<file path="config.mk">
export PLATFORM = sky130hd
export DESIGN_NAME = input_conditioner
export DESIGN_NICKNAME = d
export VERILOG_FILES = /design/src/rtl/input_conditioner.sv
export SDC_FILE = /design/constraint.sdc
export NUM_CORES = 1
export LEC_CHECK = 0
export ABC_CLOCK_PERIOD_IN_PS = 3410
export CORE_MARGIN = 2
export CORE_UTILIZATION = 30
export DETAILED_ROUTE_END_ITERATION = 6
export MAX_ROUTING_LAYER = met4
export PLACE_DENSITY = 0.46
export SLEW_MARGIN = 20
export SYNTH_ARGS = -nofsm -noshare
export SYNTH_HDL_FRONTEND = slang
export SYNTH_SLANG_ARGS = --single-unit
</file>
<file path="constraint.sdc">
create_clock -name clk_clk -period 3.41 [get_ports clk_clk]
set_input_delay 0.682 -clock clk_clk [delete_from_list [all_inputs] [get_ports clk_clk]]
set_output_delay 0.682 -clock clk_clk [all_outputs]
set_load 0.01 [all_outputs]
</file>
<file path="src/rtl/input_conditioner.sv">
// Board input conditioner: synchronises and debounces KEY/SW pins for the Nios II PIOs,
// and emits per-key press/release pulses with optional auto-repeat.

// One channel of 2-FF synchroniser plus debounce window. The debounced level register is
// owned by the caller so key event pulses can be registered on the same edge as the level.
module ic_debounce #(
    parameter int   DEBOUNCE_CYCLES = 1000000,
    parameter logic RST_VAL         = 1'b0
) (
    input  logic clk,
    input  logic rst_n,
    input  logic raw,
    input  logic level_q,
    output logic level_d
);
    localparam int            CW       = $clog2(DEBOUNCE_CYCLES + 1);
    localparam logic [CW-1:0] CNT_LAST = CW'(DEBOUNCE_CYCLES - 1);

    logic          meta_q;
    logic          sync_q;
    logic [CW-1:0] cnt_q;
    logic [CW-1:0] cnt_d;

    always_ff @(posedge clk or negedge rst_n) begin
        if (!rst_n) begin
            meta_q <= RST_VAL;
            sync_q <= RST_VAL;
            cnt_q  <= '0;
        end else begin
            meta_q <= raw;
            sync_q <= meta_q;
            cnt_q  <= cnt_d;
        end
    end

    // Any return of sync to the current level clears the count, so glitches restart the window.
    always_comb begin
        cnt_d   = '0;
        level_d = level_q;
        if (sync_q != level_q) begin
            if (cnt_q == CNT_LAST) begin
                level_d = sync_q;
            end else begin
                cnt_d = cnt_q + 1'b1;
            end
        end
    end
endmodule

// One pushbutton: debounce, active-low level register and press/repeat/release FSM.
module ic_key #(
    parameter int DEBOUNCE_CYCLES = 1000000,
    parameter int REPEAT_EN       = 1,
    parameter int REPEAT_DELAY    = 25000000,
    parameter int REPEAT_RATE     = 5000000
) (
    input  logic clk,
    input  logic rst_n,
    input  logic raw_n,
    output logic level_o,
    output logic press_o,
    output logic release_o
);
    localparam int            RMAX      = (REPEAT_DELAY > REPEAT_RATE) ? REPEAT_DELAY : REPEAT_RATE;
    localparam int            RW        = $clog2(RMAX + 1);
    localparam logic [RW-1:0] DLY_LAST  = RW'(REPEAT_DELAY - 1);
    localparam logic [RW-1:0] RATE_LAST = RW'(REPEAT_RATE - 1);

    typedef enum logic [1:0] {IDLE, DELAY, REPEAT} state_e;

    state_e        state_q, state_d;
    logic [RW-1:0] cnt_q, cnt_d;
    logic          level_q, level_d;
    logic          press_q, press_d;
    logic          release_q, release_d;
    logic          fall, rise;

    ic_debounce #(.DEBOUNCE_CYCLES(DEBOUNCE_CYCLES), .RST_VAL(1'b1)) u_db (
        .clk    (clk),
        .rst_n  (rst_n),
        .raw    (raw_n),
        .level_q(level_q),
        .level_d(level_d)
    );

    assign fall = level_q & ~level_d;
    assign rise = ~level_q & level_d;

    always_ff @(posedge clk or negedge rst_n) begin
        if (!rst_n) begin
            state_q   <= IDLE;
            cnt_q     <= '0;
            level_q   <= 1'b1;
            press_q   <= 1'b0;
            release_q <= 1'b0;
        end else begin
            state_q   <= state_d;
            cnt_q     <= cnt_d;
            level_q   <= level_d;
            press_q   <= press_d;
            release_q <= release_d;
        end
    end

    // A release overrides any repeat tick landing on the same edge.
    always_comb begin
        state_d   = state_q;
        cnt_d     = cnt_q;
        press_d   = 1'b0;
        release_d = 1'b0;
        if (rise) begin
            release_d = 1'b1;
            cnt_d     = '0;
            state_d   = IDLE;
        end else begin
            case (state_q)
                IDLE: begin
                    if (fall) begin
                        press_d = 1'b1;
                        cnt_d   = '0;
                        state_d = DELAY;
                    end
                end
                DELAY: begin
                    if (REPEAT_EN != 0) begin
                        if (cnt_q == DLY_LAST) begin
                            press_d = 1'b1;
                            cnt_d   = '0;
                            state_d = REPEAT;
                        end else begin
                            cnt_d = cnt_q + 1'b1;
                        end
                    end
                end
                REPEAT: begin
                    if (cnt_q == RATE_LAST) begin
                        press_d = 1'b1;
                        cnt_d   = '0;
                    end else begin
                        cnt_d = cnt_q + 1'b1;
                    end
                end
                default: state_d = IDLE;
            endcase
        end
    end

    assign level_o   = level_q;
    assign press_o   = press_q;
    assign release_o = release_q;
endmodule

module input_conditioner #(
    parameter int N_KEYS          = 4,
    parameter int N_SW            = 18,
    parameter int DEBOUNCE_CYCLES = 1000000,
    parameter int REPEAT_EN       = 1,
    parameter int REPEAT_DELAY    = 25000000,
    parameter int REPEAT_RATE     = 5000000
) (
    input  logic              clk_clk,
    input  logic              reset_reset_n,
    input  logic [N_KEYS-1:0] key_raw_n,
    input  logic [N_SW-1:0]   sw_raw,
    output logic [N_KEYS-1:0] pushbuttons_export,
    output logic [N_SW-1:0]   sw_sliders_export,
    output logic [N_KEYS-1:0] key_press,
    output logic [N_KEYS-1:0] key_release
);
    logic [N_SW-1:0] sw_level_q, sw_level_d;

    generate
        for (genvar i = 0; i < N_KEYS; i++) begin : g_key
            ic_key #(
                .DEBOUNCE_CYCLES(DEBOUNCE_CYCLES),
                .REPEAT_EN      (REPEAT_EN),
                .REPEAT_DELAY   (REPEAT_DELAY),
                .REPEAT_RATE    (REPEAT_RATE)
            ) u_key (
                .clk      (clk_clk),
                .rst_n    (reset_reset_n),
                .raw_n    (key_raw_n[i]),
                .level_o  (pushbuttons_export[i]),
                .press_o  (key_press[i]),
                .release_o(key_release[i])
            );
        end
        for (genvar i = 0; i < N_SW; i++) begin : g_sw
            ic_debounce #(.DEBOUNCE_CYCLES(DEBOUNCE_CYCLES), .RST_VAL(1'b0)) u_db (
                .clk    (clk_clk),
                .rst_n  (reset_reset_n),
                .raw    (sw_raw[i]),
                .level_q(sw_level_q[i]),
                .level_d(sw_level_d[i])
            );
        end
    endgenerate

    always_ff @(posedge clk_clk or negedge reset_reset_n) begin
        if (!reset_reset_n) sw_level_q <= '0;
        else                sw_level_q <= sw_level_d;
    end

    assign sw_sliders_export = sw_level_q;
endmodule

</file>
# Word-level counts from Yosys, hierarchy flattened
# Index checks and enable logic that the tools add are counted.
totals:
  ff_bits: 622
  latchBits: 0
  ramBits: 0
  rom_bits: 0
  output_inout_bits: 30
  word_cells: 364
  memories: 0
op_classes:
  n_addsub: 26
  mul: 0
  div: 0
  magnitude_cmp: 0
  n_eq_ne: 72
  shift: 0
  muxes: 112
  bitwise_logic: 16
  n_reduce_logical: 34
ops:
  columns: ["cell", "count"]
  rows:
  - ["two-way mux 20 bit", 44]
  - ["adder 20 x 1 -> 20 bit, second input constant", 22]
  - ["== test 20 bit, second input constant", 22]
  - ["two-way mux 25 bit", 16]
  - ["one-hot mux 25 bit (3 select lines)", 4]
  - ["adder 25 x 1 -> 25 bit, second input constant", 4]
  - ["== test 25 x 23 -> 1 bit, second input constant", 4]
  - ["== test 25 bit, second input constant", 4]
  - ["AND reduction 2 bit", 22]
  - ["two-way mux 1 bit", 28]
  - ["two-way mux 2 bit", 12]
  - ["!= test 3 x 1 -> 1 bit, second input constant", 8]
  - ["one-hot mux 2 bit (3 select lines)", 4]
  - ["!= test 1 bit", 22]
  - ["nonzero test 4 bit", 4]
  - ["one-hot mux 1 bit (3 select lines)", 4]
  - ["AND reduction 3 bit", 4]
  - ["bitwise AND 1 bit", 8]
  - ["== test 2 x 1 -> 1 bit, second input constant", 4]
  - ["== test 2 bit, second input constant", 4]
  - ["zero test 2 bit", 4]
  - ["!= test 2 x 1 -> 1 bit, second input constant", 4]
  - ["inverter 1 bit", 8]

# Logic depth before layout (Yosys ltp)
# Gate-level depths: netlist (run 1).
depth:
  word_depth: 8
  depth_mapped: 9
  depth_no_buf: 8

# By module
# From an unflattened synthesis (run 1), not the netlist that was laid out.
hier_totals:
  cells_unflattened: 3227
  area_unflattened_um2: 31721.7
modules_own_cells:
  columns: ["module", "instances", "cells_each", "area_each_um2", "seq_area_each_um2"]
  rows:
  - ["ic_debounce at g_sw[0].u_db ...", 18, 109, 1083.5, 550.5]
  - ["ic_key at g_key[0].u_key ...", 3, 201, 1849.3, 752.0]
  - ["ic_debounce at g_key[0].u_key.u_db ...", 4, 109, 1086.0, 553.0]
  - ["ic_key at g_key[3].u_key", 1, 208, 1875.5, 752.0]
  - ["input_conditioner", 1, 18, 450.4, 450.4]

# Worst setup path after synthesis (run 1)
# No wires, ideal clock.
synth_timing:
  kind: "register to register"
  from: "register g_key[0].u_key.cnt_q[10]"
  to: "register g_key[0].u_key.cnt_q[12]"
  t_arrival_ns: 2.523
  setup_slack_ns: 0.748
  stages_incl_launch_ff: 7
  path_buffers: 1
  cell_sequence: "dfrtp_1 > or4b_2 > or4_4 > o41ai_2 > a211o_2 > buf_2 > o311ai_1"
synth_between:
  elab_chain_len: 4
synth_rtl:
  columns: ["element", "line_no", "rtl"]
  rows:
  - ["from (decl)", "72", "logic [RW-1:0] cnt_q, cnt_d;"]
  - ["from (signal assigned)", "98", "cnt_q <= cnt_d;"]
  - ["adder 25 x 1 -> 25 bit (tied with other cells)", "131, 140", null]
  - ["two-way mux 25 bit (on tied branches)", "136, 126", null]
  - ["one-hot mux 25 bit (3 select lines) *", "116", "case (state_q)"]
  - ["two-way mux 25 bit *", "111", "if (rise) begin"]
# Mark *: on every way between the ends. The rest lies on a longest branch, timed or not.
# A chain may end at the register's enable or synchronous reset.

# Worst setup path in the final report (run 1)
layout_timing:
  from: "register g_key[1].u_key.u_db.cnt_q[13]"
  to: "register g_key[1].u_key.cnt_q[20]"
layout_between:
  elab_chain_len: 7
layout_rtl:
  columns: ["element", "line_no", "rtl"]
  rows:
  - ["from (decl)", "21", "logic [CW-1:0] cnt_q;"]
  - ["from (signal assigned)", "32", "cnt_q <= cnt_d;"]
  - ["== test 20 bit *", "41", "if (cnt_q == CNT_LAST) begin"]
  - ["two-way mux 1 bit *", "41", null]
  - ["two-way mux 1 bit *", "40", "if (sync_q != level_q) begin"]
  - ["inverter 1 bit", "86", "assign fall = level_q & ~level_d;"]
  - ["bitwise AND 1 bit", "86", null]
  - ["!= test 3 x 1 -> 1 bit (no line)", null, null]
  - ["AND reduction 2 bit (no line)", null, null]
  - ["to (signal assigned)", "98", null]
  - ["to (decl)", "72", null]
# Marks and branches as above.

==> results of run 1 <==
==> worst max-delay path by stage <==
stage / endpoint / slack, ns / depth (start not counted)
final: g_key[1].u_key.cnt_q[20] / 0.51 / 7
after global routing: g_key[1].u_key.cnt_q[24] / 0.20 / 6
after CTS: g_key[1].u_key.cnt_q[8] / 0.49 / 6
after detailed placement: g_key[1].u_key.cnt_q[9] / 0.50 / 6
after global placement: g_key[0].u_key.cnt_q[19] / 0.52 / 6
after floorplan: g_key[0].u_key.cnt_q[12] / 0.75 / 6
==> metrics by stage <==
stage | instance area, sq um | setup slack, ns
after floorplan | 30200 | 0.748
after global placement | 32300 | 0.522
after detailed placement | 32300 | 0.498
after CTS | 34900 | 0.488
after global routing | 34900 | 0.197
final | 34900 | 0.508
==> power breakdown <==
part           internal (mW)  leakage (nW)  total, mW  switching [mW]
Clock                   5.05          1.26       8.33            3.28
Combinational          0.125          4.71      0.419           0.293
Sequential              7.48          8.51       7.56          0.0817
==> area by class of cell <==
type / count / area, sq um
flip-flops and latches: 622 / 15600
clock inverters: 35 / 404
multi-input cells: 2291 / 13900
clock buffers: 105 / 2190
fillers: 10035 / 65100
repair buffers: 92 / 916
inverters: 60 / 225
well taps: 1298 / 1620
==> synthesized netlist by cell type, types with 4 or more instances <==
cell	count
inv_1	60
o21ai_0	45
or4b_2	6
xnor2_1	163
o211ai_1	5
nor2b_1	8
o311ai_1	9
nor3b_1	4
or4_1	17
dfrtp_1	610
o31ai_1	16
o41ai_1	18
and3_1	102
nor4b_1	22
nand2b_1	20
buf_4	30
nor4bb_1	8
nand2_1	244
o21a_1	16
ha_1	46
nand3_1	286
dfstp_2	12
o311ai_0	20
nand4_1	88
and4_1	37
or2_2	20
nand3b_1	12
and2_1	21
a21oi_1	35
nor4_1	41
xor2_1	250
buf_1	4
a22oi_1	27
mux2_2	21
a31oi_1	5
nor3_1	56
mux2i_1	5
nand4b_1	5
or3_1	27
clkbuf_1	63
nor2_1	534
buf_2	4
a21o_1	6
a21boi_0	5
==> logic make-up after synthesis <==
group / count (synthesis) / share of synthesized area, %
adder cells (fa/ha/maj): 46 / 1.90
XOR/XNOR: 413 / 12.0
flip-flops: 622 / 51.6
AO/OA/AOI/OAI: 235 / 5.49
multiplexers: 26 / 0.948
buffers and inverters: 162 / 2.43
AND/OR/NAND/NOR: 1571 / 25.7
==> flip-flops by register name, indices dropped and copies added (netlist names) <==
register	cells
g_key.u_key.u_db.sync_q	4
g_key.u_key.state_q	8
sw_sliders_export	18
g_key.u_key.u_db.meta_q	4
g_key.u_key.press_o	4
g_key.u_key.cnt_q	100
g_sw.u_db.cnt_q	360
g_key.u_key.level_o	4
g_key.u_key.release_o	4
g_sw.u_db.sync_q	18
g_sw.u_db.meta_q	18
g_key.u_key.u_db.cnt_q	80
==> worst max-delay path: stages, from the launching register on <==
cell and delay, ns:
dfrtp_1 0.42, or4b_2 0.66, nor4_2 0.55, a31o_2 0.30
o211ai_1 0.11, buf_4 0.23, or4_1 0.47, nand3_1 0.09
==> routing by layer <==
metal,up-vias,global-route usage (%),routed length (um)
li1,10806,-,-
met1,10351,16.9,30500
met2,186,19.5,27600
met3,99,2.10,2070
met4,0,4.09,1280
met5,-,-,0
==> results_dict.tcl, run 1 <==
set metrics [dict create \
    status "finished clean" \
    ys.flop_type "dfrtp_1" \
    crit_path_start_kind "flop" \
    drtIter0Drc 1103 \
    cts_tree "yes" \
    syn_avg_cell_area_sq_um 9.83 \
    seq_area_frac_synth_pct 51.6 \
    routedWlPerCell_um 13.7 \
    rr_startpoint "g_key[1].u_key.u_db.cnt_q[13]" \
    io_pins 54 \
    dp_hpwl_mm 39.5 \
    drc 0 \
    htree_levels 3 \
    coreArea_sq_mm 0.100 \
    post_cts_resized 0 \
    post-cts-setup-buffers 0 \
    synth_top_area_share_pct 50.5 \
    firstDrtPassIters 5 \
    drt-vias-per-instance 4.76 \
    max-vdd-ir-drop_mv 0.331 \
    rr_worst_depth 7 \
    final-hold-violation-count 0 \
    drv_cap 0 \
    initial_core_util_pct 30.2 \
    synth_area_leader_cell "dfrtp_1" \
    path_clk_slew_ns 0.06 \
    final_common_cell "dfrtp_1" \
    crit_required_ns 3.97 \
    yosys_warnings 0 \
    p_leak_nw 14.5 \
    grt_max_degree 84 \
    synthCells 3075 \
    fin_nets 3215 \
    cts_hold_buffers 0 \
    tightest_slew_ns 0.817 \
    setup_violations 0 \
    vias 21442 \
    numCtsBuffers 78 \
    hold-worst-slack_ns 0.0489 \
    hold_path.class "in2async" \
    synth_edf_count 0 \
    clockBufferDepth 3 \
    cp_max_fo 18 \
    globalRouteOverflowTotal 0 \
    worstSetupPathType "reg2reg" \
    grt_usage_pct 12.6 \
    fp.dieW_um 321 \
    fin_cells 4503 \
    n_antenna_cell 0 \
    grt_pass1_vias 21642 \
    post-route-util_pct 34.9 \
    clock-root-buffer "clkbuf_16" \
    fin_skew_ns 0.0220 \
    grt_setup_unrepaired "no" \
    final_cell_mix "dfrtp_1 (610), nor2_1 (534), nand3_1 (286), xor2_1 (250), nand2_1 (244)" \
    clock.fmax_mhz 345 \
    area_growth_pct 15.4 \
    min_period_over_period_pct 85.1 \
    critPathLaunch "g_key[1].u_key.u_db.cnt_q[13]" \
    synth.area.top_cells "dfrtp_1 (51%), xor2_1 (7.2%), nor2_1 (6.6%)" \
    tns_ns 0 \
    grt_pass1_wl_mm 108 \
    p_per_area_mw_per_mm2 468 \
    port_buffers 53 \
    place_inst 4363 \
    total_power_mw 16.3 \
    cp-end-kind "flop" \
    antenna_found_initial 1 \
    synth_area_sq_mm 0.0302 \
    period_minus_slack_ns 2.90 \
    cts_sinks 622 \
    ys_types 70 \
    relSlewSlack_pct 45.0 \
    die_y_um 321 \
    gp_congestion 0.746 \
    ant_nets 0 \
    totalWireLength_mm 61.5 \
    worstSkewPairLatency_ns 0.63 \
    ys_seq_elements 622 \
    cp.arrival_ns 3.46 \
    synthArstFlopShare_pct 100 \
    r2r_slack_ns 0.51 \
    rows 116 \
    slew_viol_final 0 \
    syn_nets 3145 \
    die_area_sq_mm 0.103 \
    worstReg2RegEnd "g_key[1].u_key.cnt_q[20]" \
    drive_gt1_share_pct 7.49 \
]
No activity file was read; power rests on OpenSTA's default activity.
==> run 2: changes to the inputs <==
Settings changed: PLACE_DENSITY 0.46 to not set, PLACE_DENSITY_LB_ADDON set to 0.05.
==> results_dict.tcl, run 2 (synthesis gave the netlist of run 1 again) <==
set metrics [dict create \
    drv_cap 0 \
    cts_hold_buffers 1 \
    tns_ns 0 \
    n_antenna_cell 0 \
    path_depth 6 \
    clockBufferDepth 3 \
    critPathSlowestCell "or4b_2" \
    period_minus_slack_ns 2.96 \
    clock-root-buffer "clkbuf_16" \
    final_common_cell "dfrtp_1" \
    die_area_sq_mm 0.103 \
    fin_nets 3207 \
    p_leak_nw 14.5 \
    path_clk_slew_ns 0.06 \
    globalRouteOverflowTotal 0 \
    io_pins 54 \
    rows 116 \
    critPathMaxStageDelay_ns 0.67 \
    place_inst 4353 \
    post-cts-setup-buffers 0 \
    worstReg2RegEnd "g_key[0].u_key.cnt_q[10]" \
    routedWlPerCell_um 14.3 \
    rr_startpoint "g_key[0].u_key.cnt_q[10]" \
    tightest_slew_ns 0.915 \
    drc 0 \
    fin_cells 4492 \
    reg_top3 "g_sw.u_db.cnt_q: 360 flops, g_key.u_key.cnt_q: 100 flops, g_key.u_key.u_db.cnt_q: 80 flops" \
    critPathLaunch "g_key[0].u_key.cnt_q[10]" \
    fin_skew_ns 0.0144 \
    worstSetupPathType "reg2reg" \
    htree_levels 3 \
    grt_pass1_vias 22351 \
    r2r_slack_ns 0.45 \
    worstSkewPairLatency_ns 0.63 \
    drt-vias-per-instance 4.84 \
    largest_reg_flops 360 \
    largest_register "g_sw.u_db.cnt_q" \
    grt_usage_pct 13.1 \
    post_cts_resized 0 \
    antenna_found_initial 0 \
    max-vdd-ir-drop_mv 0.343 \
    grt_pass1_wl_mm 112 \
    slew_viol_final 0 \
    cp.arrival_ns 3.45 \
    cp-end-kind "flop" \
    rr_worst_depth 6 \
    area.sequential_sq_mm 0.0156 \
    final_cell_mix "dfrtp_1 (610), nor2_1 (534), nand3_1 (286), xor2_1 (250), nand2_1 (244)" \
    drive_gt1_share_pct 7.08 \
    ant_nets 0 \
    crit_path_start_kind "flop" \
    totalWireLength_mm 64.2 \
    relSlewSlack_pct 38.4 \
    min_period_over_period_pct 86.8 \
    port_buffers 53 \
    place_ws_ns 0.458 \
    dp_hpwl_mm 41.0 \
    die_y_um 321 \
    final-hold-violation-count 0 \
    clock.fmax_mhz 338 \
    gp_congestion 0.765 \
    grt_max_degree 109 \
    timing.critical_path.max_delay_family "simple AND/OR/NAND/NOR gates" \
    setup_violations 0 \
    grt_setup_unrepaired "no" \
    status "finished clean" \
    crit_required_ns 3.90 \
    multiInputGateArea_sq_mm 0.0139 \
    cts_tree "yes" \
    numCtsBuffers 79 \
    post-route-util_pct 34.8 \
    drtIter0Drc 1193 \
    firstDrtPassIters 5 \
    cts_sinks 622 \
    path_cells "or4b_2 -> or4_4 -> o41ai_2 -> a211o_2 -> or3_1 -> o21ai_0" \
    cp_num_buf_inv 0 \
    area_growth_pct 15.3 \
    coreArea_sq_mm 0.100 \
    n_fill_cell 9971 \
    hold_path.class "reg2reg" \
    initial_core_util_pct 30.2 \
    p_per_area_mw_per_mm2 469 \
    fp.dieW_um 321 \
    cp-endpoint "g_key[0].u_key.cnt_q[10]" \
    finalWorstSetupSlack_ns 0.450 \
    cp_max_fo 19 \
    vias 21754 \
]
==> run 2: cell count changes in the layout (fill, tap and decap cells not counted), moves of 2 or more <==
cell,change
clkinv_2,+3
buf_12,+2
buf_4,-12
bufinv_16,-2
clkinvlp_4,-5
clkbuf_16,+5
==> run 2: per-stage QoR <==
step / power (mW) / hold slack, ns / area, sq um
after floorplan: 7.85 / 0.331 / 30200
after global placement: 8.12 / 0.332 / 32200
after detailed placement: 8.13 / 0.336 / 32200
after CTS: 16.8 / 0.350 / 34800
after global routing: 17.1 / 0.358 / 34800
final: 16.3 / 0.347 / 34800
==> run 2: worst min-delay path by stage <==
stage	from	end	slack, ns	depth (start not counted)
after detailed placement	g_sw[14].u_db.meta_q	g_sw[14].u_db.sync_q	0.34	0
after floorplan	g_sw[0].u_db.meta_q	g_sw[0].u_db.sync_q	0.33	0
after CTS	g_sw[7].u_db.meta_q	g_sw[7].u_db.sync_q	0.35	0
final	g_sw[7].u_db.meta_q	g_sw[7].u_db.sync_q	0.35	0
after global placement	g_sw[10].u_db.meta_q	g_sw[10].u_db.sync_q	0.33	0
after global routing	g_key[3].u_key.u_db.meta_q	g_key[3].u_key.u_db.sync_q	0.36	0
==> run 2: layout make-up <==
| cell class | count | share of cell area (%) |
|---|---|---|
| sequential | 622 | 44.7 |
| multi-input combinational | 2291 | 40.0 |
| clock inverter | 28 | 0.826 |
| timing repair buffer | 83 | 2.51 |
| inverter | 60 | 0.647 |
| tap | 1298 | 4.66 |
| clock buffer | 110 | 6.63 |
==> run 2: report_power, final <==
| part | internal [mW] | switching (mW) | total (mW) |
|---|---|---|---|
| logic | 0.124 | 0.296 | 0.420 |
| registers | 7.48 | 0.0818 | 7.56 |
| clock network | 5.09 | 3.27 | 8.36 |
==> run 2: worst register-to-register path, stage by stage (launching register included) <==
cell	delay, ns
dfrtp_1	0.42
or4b_2	0.68
or4_4	0.58
o41ai_2	0.47
a211o_2	0.44
or3_1	0.17
o21ai_0	0.08
==> run 2: metal layers <==
layer | GRT usage, % | wire [um]
met1 | 17.5 | 31600
met2 | 20.3 | 29000
met3 | 2.44 | 2080
met4 | 3.90 | 1520
met5 | - | 0
==> run 3: changes to the inputs <==
Settings changed: GPL_ROUTABILITY_DRIVEN set to 0.
==> results of run 3 <==
No change in the layout: final DEF, timing and power equal those of run 2.
